--- config.mk ---
export PLATFORM = sky130hd
export DESIGN_NAME = traffic_light_fsm_flat
export DESIGN_NICKNAME = d
export VERILOG_FILES = /design/src/rtl/tlc_pkg.sv /design/src/rtl/traffic_light_fsm_if.sv /design/src/rtl/traffic_light_fsm_tick_sync.sv /design/src/rtl/traffic_light_fsm.sv /design/src/flat_wrapper.sv
export SDC_FILE = /design/constraint.sdc
export NUM_CORES = 1
export LEC_CHECK = 0
export CAP_MARGIN = 20
export CORE_MARGIN = 2
export CORE_UTILIZATION = 51
export DETAILED_ROUTE_END_ITERATION = 7
export GPL_ROUTABILITY_DRIVEN = 0
export PLACE_DENSITY = 0.86
export SYNTH_ARGS = -nofsm -noshare
export SYNTH_HDL_FRONTEND = slang
export SYNTH_SLANG_ARGS = --single-unit
--- constraint.sdc ---
create_clock -name clk -period 1.85 [get_ports clk]
set_input_delay 0.555 -clock clk [delete_from_list [all_inputs] [get_ports clk]]
set_output_delay 0.555 -clock clk [all_outputs]
set_load 0.03 [all_outputs]
--- src/rtl/tlc_pkg.sv ---
// Shared types for the two-road traffic-light controller: state encoding and light codes.
// Pure declarations; no latency or flow control of its own.
package tlc_pkg;

    typedef enum logic [2:0] {
        GREEN_A  = 3'd0,
        YELLOW_A = 3'd1,
        ALLRED_A = 3'd2,
        GREEN_B  = 3'd3,
        YELLOW_B = 3'd4,
        ALLRED_B = 3'd5
    } tlc_state_t;

    // {red,yellow,green}, one-hot
    localparam logic [2:0] LIGHT_RED = 3'b100;
    localparam logic [2:0] LIGHT_YEL = 3'b010;
    localparam logic [2:0] LIGHT_GRN = 3'b001;

    function automatic int max3(input int a, input int b, input int c);
        int m;
        m = (a > b) ? a : b;
        return (m > c) ? m : c;
    endfunction

endpackage

--- src/rtl/traffic_light_fsm_if.sv ---
// Traffic-light controller bus: slow tick and sensors in, two light buses out (debug taps with TLC_DEBUG_EN).
// Combinational wiring only; no latency, no backpressure.
interface traffic_light_fsm_if;
    logic       slow_clk;
    logic       sensor_a;
    logic       sensor_b;
    logic [2:0] light_a;
    logic [2:0] light_b;
`ifdef TLC_DEBUG_EN
    logic [2:0] state_dbg;
    logic       step_dbg;
`endif

    modport master (
        output slow_clk, sensor_a, sensor_b,
`ifdef TLC_DEBUG_EN
        input  state_dbg, step_dbg,
`endif
        input  light_a, light_b
    );

    modport slave (
        input  slow_clk, sensor_a, sensor_b,
`ifdef TLC_DEBUG_EN
        output state_dbg, step_dbg,
`endif
        output light_a, light_b
    );
endinterface

--- src/rtl/traffic_light_fsm_tick_sync.sv ---
// 2-flop synchroniser plus rising-edge detector; o_step is a registered one-clk pulse per rise.
// Latency: input first sampled high at edge N -> o_step high after edge N+2; no backpressure.
module tick_sync (
    input  logic clk,
    input  logic reset,
    input  logic i_async,
    output logic o_step
);

    logic r_meta;
    logic r_sync;
    logic r_sync_d;
    logic r_step;

    always_ff @(posedge clk) begin
        if (reset) begin
            r_meta   <= 1'b0;
            r_sync   <= 1'b0;
            r_sync_d <= 1'b0;
            r_step   <= 1'b0;
        end else begin
            r_meta   <= i_async;
            r_sync   <= r_meta;
            r_sync_d <= r_sync;
            r_step   <= r_sync & ~r_sync_d;
        end
    end

    assign o_step = r_step;

endmodule

--- src/rtl/traffic_light_fsm.sv ---
// Two-road light FSM advanced only by rising edges of slow_clk (treated as data); lights change 3 edges after a rise.
// No backpressure; TLC_DEBUG_EN adds state_dbg/step_dbg on the interface.
module traffic_light_fsm
    import tlc_pkg::*;
#(
    parameter int GREEN_MIN_STEPS = 2,
    parameter int YELLOW_STEPS    = 1,
    parameter int ALLRED_STEPS    = 1
) (
    input  logic              clk,
    input  logic              reset,
    traffic_light_fsm_if.slave tlc
);

    localparam int DW = $clog2(max3(GREEN_MIN_STEPS, YELLOW_STEPS, ALLRED_STEPS)) + 1;

    localparam logic [DW-1:0] GRN_LAST = DW'(GREEN_MIN_STEPS - 1);
    localparam logic [DW-1:0] YEL_LAST = DW'(YELLOW_STEPS - 1);
    localparam logic [DW-1:0] RED_LAST = DW'(ALLRED_STEPS - 1);

    logic          w_step;
    logic          r_sa_meta, r_sa;
    logic          r_sb_meta, r_sb;
    tlc_state_t    r_state, w_state_nxt;
    logic [DW-1:0] r_dwell, w_dwell_nxt;
    logic [2:0]    r_light_a, r_light_b;
    logic [2:0]    w_light_a, w_light_b;

    tick_sync u_tick_sync (
        .clk     (clk),
        .reset   (reset),
        .i_async (tlc.slow_clk),
        .o_step  (w_step)
    );

    always_ff @(posedge clk) begin
        if (reset) begin
            r_sa_meta <= 1'b0;
            r_sa      <= 1'b0;
            r_sb_meta <= 1'b0;
            r_sb      <= 1'b0;
        end else begin
            r_sa_meta <= tlc.sensor_a;
            r_sa      <= r_sa_meta;
            r_sb_meta <= tlc.sensor_b;
            r_sb      <= r_sb_meta;
        end
    end

    // Green holds while its own road has traffic; dwell saturates at GRN_LAST meanwhile.
    always_comb begin
        w_state_nxt = r_state;
        w_dwell_nxt = r_dwell;
        case (r_state)
            GREEN_A: if (w_step) begin
                if (r_dwell < GRN_LAST)  w_dwell_nxt = r_dwell + DW'(1);
                else if (!r_sa)          begin w_state_nxt = YELLOW_A; w_dwell_nxt = '0; end
            end
            YELLOW_A: if (w_step) begin
                if (r_dwell == YEL_LAST) begin w_state_nxt = ALLRED_A; w_dwell_nxt = '0; end
                else                     w_dwell_nxt = r_dwell + DW'(1);
            end
            ALLRED_A: if (w_step) begin
                if (r_dwell == RED_LAST) begin w_state_nxt = GREEN_B; w_dwell_nxt = '0; end
                else                     w_dwell_nxt = r_dwell + DW'(1);
            end
            GREEN_B: if (w_step) begin
                if (r_dwell < GRN_LAST)  w_dwell_nxt = r_dwell + DW'(1);
                else if (!r_sb)          begin w_state_nxt = YELLOW_B; w_dwell_nxt = '0; end
            end
            YELLOW_B: if (w_step) begin
                if (r_dwell == YEL_LAST) begin w_state_nxt = ALLRED_B; w_dwell_nxt = '0; end
                else                     w_dwell_nxt = r_dwell + DW'(1);
            end
            ALLRED_B: if (w_step) begin
                if (r_dwell == RED_LAST) begin w_state_nxt = GREEN_A; w_dwell_nxt = '0; end
                else                     w_dwell_nxt = r_dwell + DW'(1);
            end
            default: begin
                w_state_nxt = ALLRED_B;
                w_dwell_nxt = '0;
            end
        endcase
    end

    // Lights decode from the next state so they register on the same edge as the state.
    always_comb begin
        w_light_a = LIGHT_RED;
        w_light_b = LIGHT_RED;
        case (w_state_nxt)
            GREEN_A:  w_light_a = LIGHT_GRN;
            YELLOW_A: w_light_a = LIGHT_YEL;
            GREEN_B:  w_light_b = LIGHT_GRN;
            YELLOW_B: w_light_b = LIGHT_YEL;
            default: begin
                w_light_a = LIGHT_RED;
                w_light_b = LIGHT_RED;
            end
        endcase
    end

    always_ff @(posedge clk) begin
        if (reset) begin
            r_state   <= GREEN_A;
            r_dwell   <= '0;
            r_light_a <= LIGHT_GRN;
            r_light_b <= LIGHT_RED;
        end else begin
            r_state   <= w_state_nxt;
            r_dwell   <= w_dwell_nxt;
            r_light_a <= w_light_a;
            r_light_b <= w_light_b;
        end
    end

    assign tlc.light_a = r_light_a;
    assign tlc.light_b = r_light_b;

`ifdef TLC_DEBUG_EN
    assign tlc.state_dbg = r_state;
    assign tlc.step_dbg  = w_step;
`endif

endmodule
--- src/flat_wrapper.sv ---
// flat-port wrapper written by rule: the top's interface ports become plain ports
module traffic_light_fsm_flat import tlc_pkg::*;
#(
    parameter int GREEN_MIN_STEPS = 2,
    parameter int YELLOW_STEPS    = 1,
    parameter int ALLRED_STEPS    = 1
)
  (clk, reset, tlc_slow_clk, tlc_sensor_a, tlc_sensor_b, tlc_light_a, tlc_light_b);
  traffic_light_fsm_if tlc_i ();
  input  logic clk;
  input  logic reset;
  input wire logic [$bits(tlc_i.slow_clk)-1:0] tlc_slow_clk;
  input wire logic [$bits(tlc_i.sensor_a)-1:0] tlc_sensor_a;
  input wire logic [$bits(tlc_i.sensor_b)-1:0] tlc_sensor_b;
  output wire logic [$bits(tlc_i.light_a)-1:0] tlc_light_a;
  output wire logic [$bits(tlc_i.light_b)-1:0] tlc_light_b;
  assign tlc_i.slow_clk = tlc_slow_clk;
  assign tlc_i.sensor_a = tlc_sensor_a;
  assign tlc_i.sensor_b = tlc_sensor_b;
  assign tlc_light_a = tlc_i.light_a;
  assign tlc_light_b = tlc_i.light_b;
  traffic_light_fsm #(.GREEN_MIN_STEPS(GREEN_MIN_STEPS), .YELLOW_STEPS(YELLOW_STEPS), .ALLRED_STEPS(ALLRED_STEPS)) u_core (.clk(clk), .reset(reset), .tlc(tlc_i));
endmodule
Word-level counts from Yosys, hierarchy flattened
Cells that the tools add are included.

Add/subtract/negate cells: 1. Magnitude comparators: 1. Eq/ne operators: 13. Muxes and demuxes: 26. Bitwise logic cells: 2. Reduce and logical (&&, ||, !) cells: 5.

Operator list (count): 3-bit two-way mux (14); 3-bit case mux with 6 select lines (1); 2-bit two-way mux (8); 3-bit case mux with 2 select lines (2); 3-bit by 2-bit == test with 1-bit output, second input constant (3); 3-bit == test, second input constant (3); 3-bit by 1-bit == test with 1-bit output, second input constant (2); 3-bit logical NOT (2); 3-bit != test, second input constant (2); 2-bit case mux with 3 select lines (1); 5-bit AND reduction (1); 2-bit != test, second input constant (2); 4-bit OR reduction (1); 2-bit by 1-bit adder with 2-bit output, second input constant (1); 2-bit logical NOT (1); 2-bit by 1-bit < comparator with 1-bit output, second input constant (1); 2-bit by 1-bit != test with 1-bit output, second input constant (1); 1-bit AND (1); 1-bit inverter (1).

Bits in registers: 19. Input bits: 5. Output and inout bits: 6. Logic and storage cells: 60.

Longest topological paths before layout
Word-level depth: 6. Gate-level depth with buffers: 6. Gate-level depth less buffers: 6.

Modules after synthesis
From an unflattened synthesis, not the netlist that was laid out.

Cells, all modules: 83. Area, all modules: 835.8 µm².

Modules (own cells, without submodules): traffic_light_fsm (times used 1, cells an instance 75, area each 724.4 µm², sequential area each 300.3 µm²); tick_sync (times used 1, cells an instance 8, area each 111.4 µm², sequential area each 80.1 µm²).

Worst setup path before layout
No wires, ideal clock.

Kind: flip-flop to flip-flop. From: register u_core.r_dwell[0]. To: register u_core.r_dwell[0]. Setup time: 0.079 ns. Arrival time: 1.566 ns. Required time: 1.771 ns. Slack: 0.205 ns. Stages on the path, launching flop included: 7. Buffers on the path: 0. Clock period less this slack: 1.645 ns. Cells stage by stage: dfxtp_1 > inv_1 > ha_1 > or4b_4 > a31oi_4 > a21oi_1 > a211oi_2.

Cells in the longest elaborated chain, start to end: 4. Elaborated cells between the ends (all ways): 13. Classes of those cells: add/sub (1); order compare (1); eq/ne (2); mux (7); reduce/logical (2).

RTL lines: start: declaration (RTL line traffic_light_fsm.sv:25) `logic [DW-1:0] r_dwell, w_dwell_nxt;`; start signal: assignment (RTL line traffic_light_fsm.sv:110) `r_dwell <= w_dwell_nxt;`; 2-bit by 1-bit adder with 2-bit output (tied with other cells); 2-bit two-way mux, on equally long branches; 2-bit two-way mux, on equally long branches (RTL line traffic_light_fsm.sv:71, traffic_light_fsm.sv:55, traffic_light_fsm.sv:67); 2-bit case mux with 3 select lines (RTL line traffic_light_fsm.sv:54) `case (r_state)`.

Parallel ways exist; a longest one is shown, timed or not. The select of a mux whose other input is x is not followed. A chain may end at the register's enable or synchronous reset.

Final worst setup path
From: register u_core.r_dwell[1]. To: register u_core.r_dwell[0].

Cells in the longest elaborated chain, start to end: 4. Elaborated cells between the ends (all ways): 12. Classes of those cells: order compare (1); eq/ne (2); mux (7); reduce/logical (2).

RTL lines (RTL line): 2-bit by 1-bit < comparator with 1-bit output / 2-bit logical NOT (equally long branches); 2-bit two-way mux, on equally long branches; 2-bit two-way mux, on equally long branches (traffic_light_fsm.sv:67, traffic_light_fsm.sv:55, traffic_light_fsm.sv:71); 2-bit case mux with 3 select lines (traffic_light_fsm.sv:54).

Parallel ways exist; a longest one is shown, timed or not. The select of a mux whose other input is x is not followed.

==> flow_results.org <==
** Place
- The number of placed instances, taps included, is 105.
- Input and output buffers added on the ports amount to 10.
- HPWL after detailed placement :: 1030 um
- Once placement finished, the instance area stood at 922 um2.

** Synth
- Syn nets :: 89
- Ranking of synthesized cells by area :: sky130_fd_sc_hd__dfxtp_1 (47%), sky130_fd_sc_hd__nor2b_1 (8.6%), sky130_fd_sc_hd__ha_1 (4.7%)
- Yosys warns :: 0
- Synthesis produced a netlist whose cell count is 81.
- Counting flops and latches in the post-synthesis netlist gives 19.
- The synthesized design devotes to its leading area cell type 47.4% of total area.
- In this run, distinct cell masters in the synthesized netlist total 30.
- In this run the mean area of a mapped cell was 9.90 um2.
- Mapped Area :: 802 um2
- The share of the Yosys chip area taken by registers is 47.4%.
- Largest area contributor in the netlist :: sky130_fd_sc_hd__dfxtp_1

** Die
- Die area :: 0.00191 mm2
- Standard-cell row count :: 14
- Core area :: 0.00149 mm2
- Die boundary height :: 43.7 um
- Pin placement for this block handled 11 I/O pins.
- The initial utilization of the core area, before any placement, comes to 53.9%.
- Width of the die :: 43.7 um

** CTS
- Sink count of the clock tree :: 19
- Clock-pin slew on the worst setup and hold paths :: 0.10 ns
- No sink is reached through more buffers than the 2 on the longest clock path.
- Post-CTS Setup Inserts :: 0
- Clock tree synthesis selected as its root buffer the cell sky130_fd_sc_hd__clkbuf_4.
- Source-to-sink clock delay at the later pin of the worst-skew pair :: 0.29 ns
- CTS built an H-tree with a depth of 1.
- Total clock buffers created by CTS :: 3
- TritonCTS built the clock tree.

** Final layout
- Once layout is complete, the utilization of the core stands at 65.1%.
- Commonest non-fill, non-tap cells in the layout :: sky130_fd_sc_hd__dfxtp_1 (19), sky130_fd_sc_hd__nor2b_1 (11), sky130_fd_sc_hd__o21ai_0 (6), sky130_fd_sc_hd__dlymetal6s2s_1 (6), sky130_fd_sc_hd__nand2_1 (5)
- In the final design database the tool counted 102 nets.
- 0 antenna diodes ended up in the layout.
- From synthesis to final layout, the design area changed by 20.9%.
- Summed area of non-filler cells in the final layout :: 970 um2
- Excluding fillers, the count of instances in the completed layout stands at 109.
- Leaving out fill and tap cells, the most frequent cell in the layout is sky130_fd_sc_hd__dfxtp_1.
- Share of final-layout standard cells stronger than drive strength 1 :: 11.8%
- Filler Cells Inserted :: 114

** Global routing
- Met2 usage :: 24.7%
- The first global-routing pass estimated 2220 um of wire.
- In this run the most used layer during global routing was met2.
- The number of antenna violations at the first check in global routing was 0.
- The via count of the first global-routing pass is 497.
- For this run, the total global-route usage over all layers was measured as 16.3%.
- Entering global routing, the biggest net connects 12 pins.
- Total overflow reported by the global router :: 0
- Met3 track utilization from global routing :: 5.00%
- Met1 Resource Use GR :: 20.6%

** STA
- After layout, the worst path uses 92.1% of the clock period.
- For the pin with the worst max-slew slack, the measured transition is 0.377 ns.
- Achievable frequency :: 587 MHz
- Post-layout min period :: 1.70 ns
- The final count of pins violating max slew was 0.
- Post-route clock skew :: 0.00433 ns
- Setup violations remaining at the end of the flow were counted as 0.
- The count of final hold-check violations is 0.
- Relative slew slack :: 74.8%

** Drt
- The first TritonRoute pass finished after 4 iterations.
- DRC viols :: 0
- The detailed router placed 574 vias in this run.
- Final ANT Viol Nets :: 0
- Routed wire length per instance :: 13.4 um
- Sum of routed wire length over all layers :: 1460 um
- After detailed routing, the number of vias per cell comes to 5.27.
- In this run, the number of DRC markers left after iteration 0 of detailed routing was 17.

** Critical path
- The worst setup path is captured at a flip-flop.
- Critical register-to-register path endpoint :: u_core.r_dwell[0]
- Start of the worst register-to-register path :: u_core.r_dwell[1]
- WP data arrival :: 1.93 ns
- Startpoint type of the worst setup path :: flip-flop
- Critical Setup Path Class :: reg -> reg
- At the worst endpoint, the required time is 2.07 ns.
- Setup slack on the worst reg-to-reg path comes out at 0.15 ns.
- Max Fanout on Critical Path :: 4
- The number of cells on the worst reg-to-reg path is 6.

** Pwr
- Cell internal power was estimated by the tool at 0.525 mW.
- Sequential cells burn 63.4% of the power.
- Maximum vdd ir drop :: 0.000640 V
- In this run the static leakage power is 0.415 nW.
- Switching share of total power :: 21.8%
- The analysis attributes to net switching a power of 0.146 mW.
- Combinational fraction of design power :: 7.2%
- Pwr/cell area :: 693 mW/mm2
- Clock network fraction of total power :: 29.4%

** Flow run
- Across the run, the number of max-cap violations was 0.

** Hold path
- The startpoint identified for the worst hold timing path is u_core.u_tick_sync.r_sync_d.
- Class of the tightest hold or removal check :: reg -> reg
- Counting instances, the worst hold path has a depth of 1.
- The worst hold path terminates at u_core.u_tick_sync.o_step.

** Status
- Status :: complete, no violations
-- cells by family after synthesis --
logic type                 Yosys count  synth area share, %
AOI/OAI and AO/OA                   16                 14.7
xor gates and xnor gates             1                 1.09
adders and majority gates            3                 4.68
buffers and inverters                7                 3.74
DFF                                 19                 47.4
muxes                                2                 2.50
and+or+nand+nor                     33                 25.9
-- metal layers --
| layer | share of wire [%] | vias up |
|---|---|---|
| li1 | - | 306 |
| met1 | 46 | 254 |
| met2 | 51 | 14 |
| met3 | 3.4 | 0 |
| met4 | 0 | 0 |
| met5 | 0 | - |
-- per-stage QoR --
stage / setup TNS [ns] / setup slack, ns / power [mW] / hold WS [ns]
2_1_floorplan: 0 / 0.205 / 0.462 / 0.367
3_3_place_gp: 0 / 0.149 / 0.480 / 0.370
3_5_place_dp: 0 / 0.138 / 0.483 / 0.393
4_1_cts: 0 / 0.00661 / 0.681 / 0.413
5_1_grt: -0.00354 / -0.00354 / 0.703 / 0.428
6_report: 0 / 0.146 / 0.672 / 0.418
-- power groups by stage --
stage | registers [mW] | clock network (mW) | logic, mW
3_3_place_gp | 0.435 | 0 | 0.0456
4_1_cts | 0.426 | 0.207 | 0.0479
3_5_place_dp | 0.435 | 0 | 0.0478
6_report | 0.426 | 0.198 | 0.0481
2_1_floorplan | 0.435 | 0 | 0.0275
5_1_grt | 0.427 | 0.223 | 0.0525
-- state kept, by name, summed over array words and instances (netlist names) --
register / flops
u_core.tlc.light_a: 3
u_core.r_sa: 1
u_core.u_tick_sync.r_meta: 1
u_core.r_sb_meta: 1
u_core.u_tick_sync.r_sync: 1
u_core.u_tick_sync.r_sync_d: 1
u_core.u_tick_sync.o_step: 1
u_core.r_sb: 1
u_core.r_state: 3
u_core.tlc.light_b: 3
u_core.r_dwell: 2
u_core.r_sa_meta: 1
-- worst max-delay path by stage --
stage | start | end | slack, ns | cells past startpoint
after detailed placement | reset | u_core.tlc.light_b[2] | 0.14 | 3
after global routing | u_core.r_dwell[1] | u_core.tlc.light_b[1] | -0.004 | 7
after floorplan | u_core.r_dwell[0] | u_core.r_dwell[0] | 0.20 | 6
final | u_core.r_dwell[1] | u_core.r_dwell[0] | 0.15 | 6
after global placement | reset | u_core.tlc.light_b[2] | 0.15 | 3
after CTS | u_core.tlc.light_b[2] | tlc_light_b[2] | 0.007 | 1
-- timing repair --
action	4_1_cts	5_1_grt
hold buffers	0	0
setup endpoints to repair	0	7
gates resized for setup	0	7
-- cells in the mapped netlist --
cell and instances:
sky130_fd_sc_hd__ha_1 3, sky130_fd_sc_hd__or4b_4 1, sky130_fd_sc_hd__and2_1 1, sky130_fd_sc_hd__nand2b_1 2, sky130_fd_sc_hd__nor2b_1 11, sky130_fd_sc_hd__a31oi_4 1
sky130_fd_sc_hd__nand2_1 5, sky130_fd_sc_hd__dfxtp_1 19, sky130_fd_sc_hd__nor2_1 2, sky130_fd_sc_hd__nand4b_1 2, sky130_fd_sc_hd__o21ai_1 1, sky130_fd_sc_hd__o21bai_1 1
sky130_fd_sc_hd__xor2_1 1, sky130_fd_sc_hd__nor3b_1 2, sky130_fd_sc_hd__nand3b_1 1, sky130_fd_sc_hd__clkbuf_2 1, sky130_fd_sc_hd__a21oi_1 2, sky130_fd_sc_hd__o21a_1 1
sky130_fd_sc_hd__and3b_1 1, sky130_fd_sc_hd__clkbuf_1 2, sky130_fd_sc_hd__inv_1 2, sky130_fd_sc_hd__a211oi_2 1, sky130_fd_sc_hd__nor4bb_1 1, sky130_fd_sc_hd__a32oi_1 1
sky130_fd_sc_hd__a211oi_1 2, sky130_fd_sc_hd__nand4_1 1, sky130_fd_sc_hd__nand3_1 3, sky130_fd_sc_hd__o21ai_0 6, sky130_fd_sc_hd__mux2i_1 2, sky130_fd_sc_hd__buf_2 2
-- critical path: stages, from the launching register on --
cell and delay [ns]:
sky130_fd_sc_hd__dfxtp_1 0.37, sky130_fd_sc_hd__inv_1 0.08, sky130_fd_sc_hd__ha_1 0.19, sky130_fd_sc_hd__or4b_4 0.50, sky130_fd_sc_hd__a31oi_4 0.23, sky130_fd_sc_hd__a21oi_1 0.09
sky130_fd_sc_hd__a211oi_2 0.19
-- area by class of cell --
cell class              count  area, um2  share of cell area, %
multi-input cells          55        397                   40.9
inverters                   2       7.51                  0.774
flip-flops and latches     19        380                   39.2
clock buffers               3       22.5                   2.32
well taps                  16       20.0                   2.06
clock inverters             1       5.00                  0.516
repair buffers             13        138                   14.2
Power figures use the tool's default switching activity.
